==> src/rtl/fofb_link_arbiter.sv <==
// fofb_link_arbiter: packet-aware round-robin grant control for the two-link FOFB
// read-links stream mux. Drives the mux's per-input arbitration-suppress controls
// and holds each grant until an end-of-packet beat is seen on the mux output.
module fofb_link_arbiter #(
   parameter int MAX_LEN    = 64,
   parameter int TIMEOUT    = 255,
   parameter int GAP_CYCLES = 2,
   parameter int CW         = 16
) (
   input  logic          aclk,
   input  logic          reset,
   input  logic [1:0]    enable,
   input  logic          clear_counters,
   input  logic          s00_tvalid,
   input  logic          s01_tvalid,
   input  logic          m00_tvalid,
   input  logic          m00_tready,
   input  logic          m00_tuser,
   output logic          s00_arb_req_suppress,
   output logic          s01_arb_req_suppress,
   output logic [1:0]    grant,
   output logic          busy,
   output logic [CW-1:0] pkt_count0,
   output logic [CW-1:0] pkt_count1,
   output logic [7:0]    timeout_count,
   output logic          overlen_flag
);

   localparam int BW = $clog2(MAX_LEN + 1);
   localparam int IW = $clog2(TIMEOUT + 1);
   localparam int GW = (GAP_CYCLES > 1) ? $clog2(GAP_CYCLES) : 1;

   localparam logic [BW-1:0] BEAT_LAST  = BW'(MAX_LEN - 1);
   localparam logic [IW-1:0] IDLE_LIMIT = IW'(TIMEOUT);
   localparam logic [GW-1:0] GAP_LAST   = (GAP_CYCLES > 0) ? GW'(GAP_CYCLES - 1) : '0;

   typedef enum logic [1:0] {
      IDLE   = 2'd0,
      GRANT0 = 2'd1,
      GRANT1 = 2'd2,
      GAP    = 2'd3
   } state_t;

   state_t        state, state_nxt;
   logic [BW-1:0] beat_cnt, beat_nxt;
   logic [IW-1:0] idle_cnt, idle_nxt;
   logic [GW-1:0] gap_cnt, gap_nxt;
   logic          last_served, last_nxt;
   logic          fire, req0, req1, cur, rel;
   logic [1:0]    pkt_done;
   logic          overlen_evt, timeout_evt;

   // Saturating increment for the 8-bit timeout counter.
   function automatic logic [7:0] sat_inc(input logic [7:0] v);
      return (v == 8'hFF) ? v : v + 8'd1;
   endfunction

   assign fire = m00_tvalid & m00_tready;
   assign req0 = s00_tvalid & enable[0];
   assign req1 = s01_tvalid & enable[1];
   assign cur  = (state == GRANT1);
   assign busy = (state != IDLE);

   // Next-state logic: arbitration in IDLE, packet tracking while granted, drain gap.
   always_comb begin
      state_nxt   = state;
      beat_nxt    = beat_cnt;
      idle_nxt    = idle_cnt;
      gap_nxt     = gap_cnt;
      last_nxt    = last_served;
      rel         = 1'b0;
      pkt_done    = 2'b00;
      overlen_evt = 1'b0;
      timeout_evt = 1'b0;
      case (state)
         IDLE: begin
            beat_nxt = '0;
            idle_nxt = '0;
            // On a tie the link that was not served last wins.
            if (req0 && (!req1 || last_served)) begin
               state_nxt = GRANT0;
            end else if (req1) begin
               state_nxt = GRANT1;
            end
         end
         GRANT0, GRANT1: begin
            if (fire) begin
               beat_nxt = beat_cnt + 1'b1;
               idle_nxt = '0;
            end else begin
               idle_nxt = idle_cnt + 1'b1;
            end
            if (fire && m00_tuser) begin
               pkt_done[cur] = 1'b1;
               rel           = 1'b1;
            end else if (fire && (beat_cnt == BEAT_LAST)) begin
               overlen_evt = 1'b1;
               rel         = 1'b1;
            end else if (!fire && (idle_cnt == IDLE_LIMIT)) begin
               timeout_evt = 1'b1;
               rel         = 1'b1;
            end
            if (rel) begin
               last_nxt  = cur;
               gap_nxt   = '0;
               state_nxt = (GAP_CYCLES > 0) ? GAP : IDLE;
            end
         end
         GAP: begin
            gap_nxt = gap_cnt + 1'b1;
            if (gap_cnt == GAP_LAST) begin
               state_nxt = IDLE;
            end
         end
         default: state_nxt = IDLE;
      endcase
   end

   // State register; grant and suppress are registered from the next state so
   // they change on the same edge as the FSM.
   always_ff @(posedge aclk) begin
      if (reset) begin
         state                <= IDLE;
         beat_cnt             <= '0;
         idle_cnt             <= '0;
         gap_cnt              <= '0;
         last_served          <= 1'b1;
         grant                <= 2'b00;
         s00_arb_req_suppress <= 1'b1;
         s01_arb_req_suppress <= 1'b1;
      end else begin
         state                <= state_nxt;
         beat_cnt             <= beat_nxt;
         idle_cnt             <= idle_nxt;
         gap_cnt              <= gap_nxt;
         last_served          <= last_nxt;
         grant                <= {state_nxt == GRANT1, state_nxt == GRANT0};
         s00_arb_req_suppress <= (state_nxt != GRANT0);
         s01_arb_req_suppress <= (state_nxt != GRANT1);
      end
   end

   // Status counters and sticky flag; a clear in the same cycle as an event wins.
   always_ff @(posedge aclk) begin
      if (reset || clear_counters) begin
         pkt_count0    <= '0;
         pkt_count1    <= '0;
         timeout_count <= '0;
         overlen_flag  <= 1'b0;
      end else begin
         if (pkt_done[0]) pkt_count0 <= pkt_count0 + 1'b1;
         if (pkt_done[1]) pkt_count1 <= pkt_count1 + 1'b1;
         if (timeout_evt) timeout_count <= sat_inc(timeout_count);
         if (overlen_evt) overlen_flag <= 1'b1;
      end
   end

endmodule

==> config.mk <==
export PLATFORM = sky130hd
export DESIGN_NAME = fofb_link_arbiter
export DESIGN_NICKNAME = d
export VERILOG_FILES = /design/src/rtl/fofb_link_arbiter.sv
export SDC_FILE = /design/constraint.sdc
export NUM_CORES = 1
export LEC_CHECK = 0
export BUFFER_PORTS_ARGS = -buffer_cell sky130_fd_sc_hd__buf_4
export CAP_MARGIN = 20
export CORE_MARGIN = 3
export CORE_UTILIZATION = 55
export DETAILED_ROUTE_END_ITERATION = 16
export HOLD_SLACK_MARGIN = 0.15
export PLACE_DENSITY = 0.79
export SYNTH_ARGS = -nofsm -noshare
export SYNTH_HDL_FRONTEND = slang
export SYNTH_SLANG_ARGS = --single-unit
==> constraint.sdc <==
create_clock -name aclk -period 5.8 [get_ports aclk]
set_clock_uncertainty 0.2 [all_clocks]
set_input_delay 1.16 -clock aclk [delete_from_list [all_inputs] [get_ports aclk]]
set_output_delay 1.16 -clock aclk [all_outputs]
set_load 0.05 [all_outputs]
After elaboration in Yosys (flattened, before gate mapping):

Cells that the tools add are included.

* word-level logic and storage cells: 79
* output and inout bits: 46
* ROM bits: 0
* flip-flop bits (word level): 64
* memories kept: 0
* bits of input ports: 10
* latch bits: 0
* RAM bits: 0

* shifts and indexed selects: 0
* order comparisons: 2
* muxes and demuxes: 25
* eq/ne operators: 12
* $mul: 0
* $add $sub $neg: 6
* reductions and logical operators: 18
* divide/modulo/power cells: 0
* bitwise logic cells: 4

Operator list (count)
* adder 16 x 1 -> 16 bit (second input constant): 2
* adder 8 x 1 -> 8 bit (second input constant): 2
* equality test 8 bit (second input constant): 2
* one-hot mux 8 bit (2 select lines): 1
* one-hot mux 7 bit (2 select lines): 1
* 2-to-1 mux 1 bit: 12
* 2-to-1 mux 2 bit: 6
* 2-to-1 mux 8 bit: 1
* AND reduction 2 bit: 4
* adder 7 x 1 -> 7 bit (second input constant): 1
* equality test 7 x 6 -> 1 bit (second input constant): 1
* 2-to-1 mux 7 bit: 1
* equality test 2 bit (second input constant): 3
* inequality test 2 bit (second input constant): 3
* one-hot mux 2 bit (3 select lines): 1
* nonzero test 2 bit: 3
* logical AND 1 bit: 5
* equality test 2 x 1 -> 1 bit (second input constant): 2
* bitwise AND 1 bit: 3
* logical NOT 1 bit: 2
* logical NOT 2 bit: 1
* logical OR 1 bit: 2
* less-than comparator 1 x 2 -> 1 bit (second input constant): 1
* inequality test 2 x 1 -> 1 bit (second input constant): 1
* 6 further kinds: 6

Depth between registers and ports, before layout:

Gate-level depths: netlist of the first run.

* depth after elaboration: 10
* mapped depth: 7
* mapped depth without buffers: 6

Least setup slack after synthesis of the first run:

No wires, ideal clock.

* kind: input to register
* start point: input m00_tuser
* end point: register pkt_count0[15]
* path slack: 2.998 ns
* data required time: 5.529 ns
* stages: 5
* arrival time: 2.531 ns
* buffers on the path: 1
* library setup time: 0.071 ns
* cells stage by stage: nand4_2 -> or4_1 -> buf_2 -> or4_1 -> a21oi_1

* word-level cells in the longest chain between the ends: 3

Ends and longest elaborated chain
* from (decl): RTL line 18 `input logic m00_tuser,`
* logical AND 1 bit: RTL line 93 `if (fire && m00_tuser) begin`
* 2-to-1 mux 2 bit: RTL line 93
* 2-to-1 mux 2 bit: RTL line 75 `case (state)`
* to (signal assigned): RTL line 151 `if (pkt_done[0]) pkt_count0 <= pkt_count0 + 1'b1;`
* to (decl): RTL line 23 `output logic [CW-1:0] pkt_count0,`

No other way between the ends.
A chain may end at the register's enable or synchronous reset.

Worst setup path in the final report of the first run:

* start point: register state[1]
* end point: register pkt_count0[15]

* word-level cells in the longest chain between the ends: 7
* elaborated cells between the ends (all ways): 10
* those cells by class: order compare: 2; eq/ne: 2; mux: 4; reduce/logical: 2

Ends and longest elaborated chain
* from (decl): RTL line 44 `state_t state, state_nxt;`
* from (signal assigned): RTL line 132 `state <= state_nxt;`
* equality test 2 bit: RTL line 61, 75
* less-than comparator 1 x 2 -> 1 bit (implied by the code) / >= comparator 1 bit (equally long branches): RTL line 94 `pkt_done[cur] = 1'b1;`
* logical AND 1 bit (implied by the code): RTL line 94
* 2-to-1 mux 1 bit (implied by the code): RTL line 94
* demux 1 bit (select 1 bit): RTL line 94
* 2-to-1 mux 2 bit: RTL line 93
* 2-to-1 mux 2 bit (*): RTL line 75

Every way passes the cells marked *; elsewhere a longest branch is shown, timed or not.

==> results of run 1 <==
cell type report:
cell class / instances / area share, %
Timing Repair Buffer: 55 / 11.1
Sequential cell: 64 / 34.4
Tap cell: 70 / 2.35
Inverter: 11 / 1.11
Clock buffer: 14 / 4.64
Multi-Input combinational cell: 274 / 46.4
placed cells by master, fill, tap and decap left out, types with 3 or more instances in the layout:
cell / netlist / final
nor4_1: 4 / 4
o21ai_0: 13 / 13
or3_1: 14 / 14
or4_1: 10 / 10
and2_1: 5 / 5
and3_1: 3 / 3
dfxtp_1: 64 / 64
xnor2_1: 10 / 10
clkbuf_8: 0 / 12
nor2_1: 38 / 38
buf_4: 1 / 55
a21oi_1: 26 / 26
nand4_1: 16 / 16
nand2b_1: 3 / 3
xor2_1: 10 / 10
o31ai_1: 8 / 8
nand2_1: 29 / 29
ha_1: 9 / 9
inv_1: 11 / 11
and4_1: 6 / 6
mux2i_1: 4 / 4
o211ai_1: 4 / 4
nand3_1: 18 / 18
nor3_1: 7 / 7
a31oi_1: 3 / 3
Yosys cell counts, types with 2 or more instances:
cell and number:
a211oi_1 2, a21oi_1 26, a31oi_1 3, and2_1 5
and3_1 3, and4_1 6, buf_2 2, clkbuf_1 9
dfxtp_1 64, ha_1 9, inv_1 11, mux2_2 2
mux2i_1 4, nand2_1 29, nand2b_1 3, nand3_1 18
nand4_1 16, nand4b_1 2, nor2_1 38, nor3_1 7
nor4_1 4, o211ai_1 4, o21ai_0 13, o31a_1 2
o31ai_1 8, o41ai_1 2, or2_2 2, or3_1 14
or4_1 10, or4_2 2, xnor2_1 10, xor2_1 10
kinds of logic after synthesis:
logic type,Yosys count,synth area share (%)
AO/OA/AOI/OAI,74,15.4
XOR/XNOR,20,5.65
buffers and inverters,24,3.11
adder cells (fa/ha/maj),9,3.63
flip-flops,64,41.3
AND/OR/NAND/NOR,165,28.9
multiplexers,6,2.02
power breakdown:
part	total [uW]	switching [uW]	internal, uW
combinational	76.2	52.3	23.9
sequential	448	3.64	445
clock	334	148	186
total	859	204	655
sequential cells by signal, summed over array words and instances, names as in the netlist:
register	flops
s01_arb_req_suppress	1
last_served	1
grant	2
pkt_count1	16
gap_cnt	1
pkt_count0	16
state	2
timeout_count	8
s00_arb_req_suppress	1
overlen_flag	1
beat_cnt	7
idle_cnt	8
how the worst min path moves through the flow:
stage                     slack [ns]           end
after floorplan                 0.26       gap_cnt
after global placement          0.26  overlen_flag
after detailed placement        0.28  overlen_flag
after CTS                       0.29       gap_cnt
after global routing            0.31  overlen_flag
final                           0.29       gap_cnt
worst max-delay path, stage by stage, from the launching register on:
cell and delay [ns]:
dfxtp_1 0.41, inv_1 0.08, ha_1 0.53, nand4_2 0.26, or4_1 0.68, or4_1 0.51, a21oi_1 0.15
per-stage QoR:
| step | std cells | total power, uW | hold WS (ns) | setup WS [ns] | cell area [um2] |
|---|---|---|---|---|---|
| after floorplan | 362 | 512 | 0.258 | 3.00 | 3100 |
| after global routing | 488 | 899 | 0.314 | 2.73 | 3720 |
| after CTS | 488 | 866 | 0.287 | 2.92 | 3720 |
| final | 488 | 859 | 0.287 | 2.90 | 3720 |
| after global placement | 474 | 532 | 0.259 | 2.77 | 3550 |
| after detailed placement | 474 | 533 | 0.276 | 2.74 | 3550 |
per-layer routing:
layer	up-vias	track usage (%)	share of wire, %
li1	1444	-	-
met1	1351	26.9	44
met2	63	37.4	50
met3	10	6.21	4.8
met4	0	8.28	1.2
met5	-	0	0
==> run metrics, run 1 <==
Yosys warnings=0; Min-Delay Path Class=reg -> reg; cts-stage hold buffer count=0; post-synthesis sequential area ratio=roughly 41%; R2R Setup Slk=~2.9 ns; RSZ-0062 raised after global routing=false; Post-Synthesis Cell Area=between 3000 and 4000 um2; CP Max Fanout=13; area grow syn2layout=19.9%; Ant. Diodes=0; number of antenna violations at the first check in global routing=0; kind of critical path=reg -> reg; CTS Buf Count=9; Bufs on Longest Clock Path=2; max cap viols=0; Mapped Cells=362; Reg2Reg Depth=6; clock-pin slew on the worst setup and hold paths=about 0.06 ns; Hold Startpoint=gap_cnt; Netlist cell types=54; Post CTS Setup Buffer Count=0; Die ar.=about 6600 um2; net count after synthesis=381; Storage cell area=~1300 um2; P_leak=0.00137 uW; Clock Sink Count=64; via count=around 2,900; Synth top area share=between 40% and 50%; pin count of the biggest net entering global routing=39; Final HPWL DP=approximately 4.8 mm; Slew Viols, Final=0; vias in the first global route=about 2,600; area occupied by multi-input gates=about 1700 um2; synth top area cells=dfxtp_1 41%, nor2_1 4.6%, a21oi_1 4.2%; chip width=roughly 80 um; status=completed; final hold violations=0; worst skew pair latency=around 0.32 ns; Seq cells post-synth=64; Fillers=447; VDD IR max=190 uV; Die H=between 80 and 90 um; share of post-route cells with drive strength above 1=~18%; setup TNS=0 ns; CP arrival=between 2 and 3 ns; Core Util, Final=a little over two thirds; highest clock rate=roughly 340 MHz; Nets=~430; Data required, critical path=around 6 ns; CTS H-tree lvls=3; Tmin final=slightly below 3 ns; routability cong.=between 0.8 and 0.9; critical path capture point type=flop; Critical Path End=pkt_count0[15]; Most used DFF post-synth=dfxtp_1; DRT iter0 DRCs=roughly 140; CP startpoint=state[1]; R2R Path End=pkt_count0[15]; Post-synth EDFFs=0; setup violators final=0; GRT Overall Usage=between 20% and 30%; worst r2r src=state[1]; Port Buffers=55; dominant cell type by area after synthesis=dfxtp_1; CTS tree=built; core area=about 5300 um2; routed len/inst=between 10 and 15 um; ANT nets after route=0; PwrDens=231 nW/um2; final WL=about 6.9 mm; Slew headroom=46.2%; Tightest Pin Transition=around 0.80 ns; hold-critical path depth=2; grt ovf=0; Remaining DRCs=0; fin crit share=about 50%; Initial Utilization=58.9%; # IOs=56; Post-synth ARST share=0%; PostCTS Resize Cnt=0; Clock Root Buffer=clkbuf_8; first-pass GRT wire length=about 12 mm; Placement Rows=26; Synth Area per Inst=8.57 um2; Via density=5.88; first drt pass iteration count=4; Startpoint Class=flop
(Power assumes the default switching activity.)
==> run 2: changes to the inputs <==
--- a/config.mk
+++ b/config.mk
@@ -8,10 +8,10 @@
 export BUFFER_PORTS_ARGS = -buffer_cell sky130_fd_sc_hd__buf_4
 export CAP_MARGIN = 20
 export CORE_MARGIN = 3
-export CORE_UTILIZATION = 55
+export CORE_UTILIZATION = 50
 export DETAILED_ROUTE_END_ITERATION = 16
 export HOLD_SLACK_MARGIN = 0.15
-export PLACE_DENSITY = 0.79
+export PLACE_DENSITY = 0.76
 export SYNTH_ARGS = -nofsm -noshare
 export SYNTH_HDL_FRONTEND = slang
 export SYNTH_SLANG_ARGS = --single-unit
==> constraint.sdc (replaced) <==
create_clock -name aclk -period 2.6 [get_ports aclk]
set_clock_uncertainty 0.2 [all_clocks]
set_input_delay 0.52 -clock aclk [delete_from_list [all_inputs] [get_ports aclk]]
set_output_delay 0.52 -clock aclk [all_outputs]
set_load 0.05 [all_outputs]
==> run metrics, run 2 (synthesis results as in run 1) <==
Clock Root Buffer=clkbuf_8; Startpoint Class=flop; Via density=~5.9; routed len/inst=14.6 um; RSZ-0062 raised after global routing=false; fin crit share=approximately 94%; Fillers=about 530; core area=a little under 6000 um2; setup TNS=0 ns; final hold violations=0; CTS H-tree lvls=3; final total power=between 2000 and 2500 uW; Post CTS Setup Buffer Count=0; via count=approximately 3,000; Bufs on Longest Clock Path=2; Ant. Diodes=0; pin count of the biggest net entering global routing=32; Nets=~440; ANT nets after route=0; Tmin final=between 2 and 2.5 ns; CTS tree=built; final WL=about 7.4 mm; area grow syn2layout=23.9%; Clock Sink Count=64; CP arrival=2.50 ns; Placement Rows=28; PwrDens=roughly 550 nW/um2; Die ar.=7180 um2; highest clock rate=411 MHz; # IOs=56; GRT Overall Usage=between 20% and 30%; first-pass GRT wire length=roughly 13 mm; kind of critical path=reg -> reg; Data required, critical path=2.67 ns; biggest regs=pkt_count0: 16 flops, pkt_count1: 16 flops; Slew headroom=59.8%; Setup WS post-layout=between 0.15 and 0.2 ns; grt ovf=0; Remaining DRCs=0; chip width=84.8 um; vias in the first global route=2,788; share of post-route cells with drive strength above 1=20.5%; Initial Utilization=52.1%; CP Max Fanout=9; Final HPWL DP=5.17 mm; pre-CTS setup slack=0.126 ns; VDD IR max=around 410 uV; Slew Viols, Final=0; status=completed; DRT iter0 DRCs=108; Tightest Pin Transition=between 0.5 and 0.6 ns; PostCTS Resize Cnt=0; first drt pass iteration count=4; Port Buffers=55; Die H=84.8 um; clock-pin slew on the worst setup and hold paths=about 0.07 ns; Min-Delay Path Class=in -> reg; setup violators final=0; most frequent cells in the layout=64 x dfxtp_1, 64 x buf_4, 38 x nor2_1, 29 x nand2_1, 26 x a21oi_1; cts-stage hold buffer count=0; number of antenna violations at the first check in global routing=0; CTS Buf Count=9; worst skew pair latency=0.34 ns; critical path capture point type=flop; P_leak=between 0.001 and 0.0015 uW; max cap viols=0; routability cong.=about 0.9
==> run 2: cell types whose count changed in the layout (fill, tap and decap cells not counted), sizes merged <==
cell / previous run / this run
bufinv: 0 / 1
clkinv: 0 / 1
buf: 55 / 64
==> run 2: layer usage <==
| layer | part of all wire, % | up-vias | wire [um] | global-route usage [%] |
|---|---|---|---|---|
| met2 | 48 | 95 | 3550 | 35.4 |
| li1 | - | 1469 | - | - |
| met1 | 45 | 1407 | 3290 | 26.5 |
| met5 | 0 | - | 0 | 0 |
| met3 | 4.6 | 16 | 340 | 4.42 |
| met4 | 2.3 | 0 | 170 | 10.8 |
==> run 2: where the power goes <==
group	total, uW	leakage (uW)	internal [uW]	switching (uW)
registers	997	0.000516	991	5.77
logic	191	0.000807	65.8	125
clock network	926	0.000113	547	379
==> run 2: final cells by class <==
class | instances | area (um2) | area share [%]
clock buffers | 14 | 183 | 4.75
clock inverters | 2 | 35.0 | 0.912
inverters | 11 | 41.3 | 1.07
multi-input cells | 274 | 1730 | 45.0
flip-flops and latches | 64 | 1280 | 33.3
well taps | 75 | 93.8 | 2.44
repair buffers | 64 | 480 | 12.5
==> run 2: final timing paths <==
| check | startpoint | endpoint | slack (ns) | cells after the start |
|---|---|---|---|---|
| max | state[0] | pkt_count1[12] | 0.17 | 7 |
| max reg2reg | state[0] | pkt_count1[12] | 0.17 | 7 |
| min | clear_counters | pkt_count1[8] | 0.28 | 3 |
| min reg2reg | overlen_flag | overlen_flag | 0.29 | 2 |
==> run 2: critical path, stage by stage (launching register included) <==
cell	delay (ns)
dfxtp_1	0.33
inv_1	0.06
ha_1	0.40
and4_1	0.25
buf_4	0.17
nand4_1	0.27
or4_1	0.50
a21oi_1	0.18
==> run 2: through the flow <==
step | util, % | hold WS (ns) | instances | cell area (um2)
3_3_place_gp | 60.8 | 0.262 | 488 | 3620
6_report | 64.5 | 0.280 | 504 | 3840
3_5_place_dp | 60.8 | 0.266 | 488 | 3620
4_1_cts | 64.5 | 0.275 | 504 | 3840
2_1_floorplan | - | 0.258 | 362 | 3100
5_1_grt | 64.5 | 0.289 | 504 | 3840
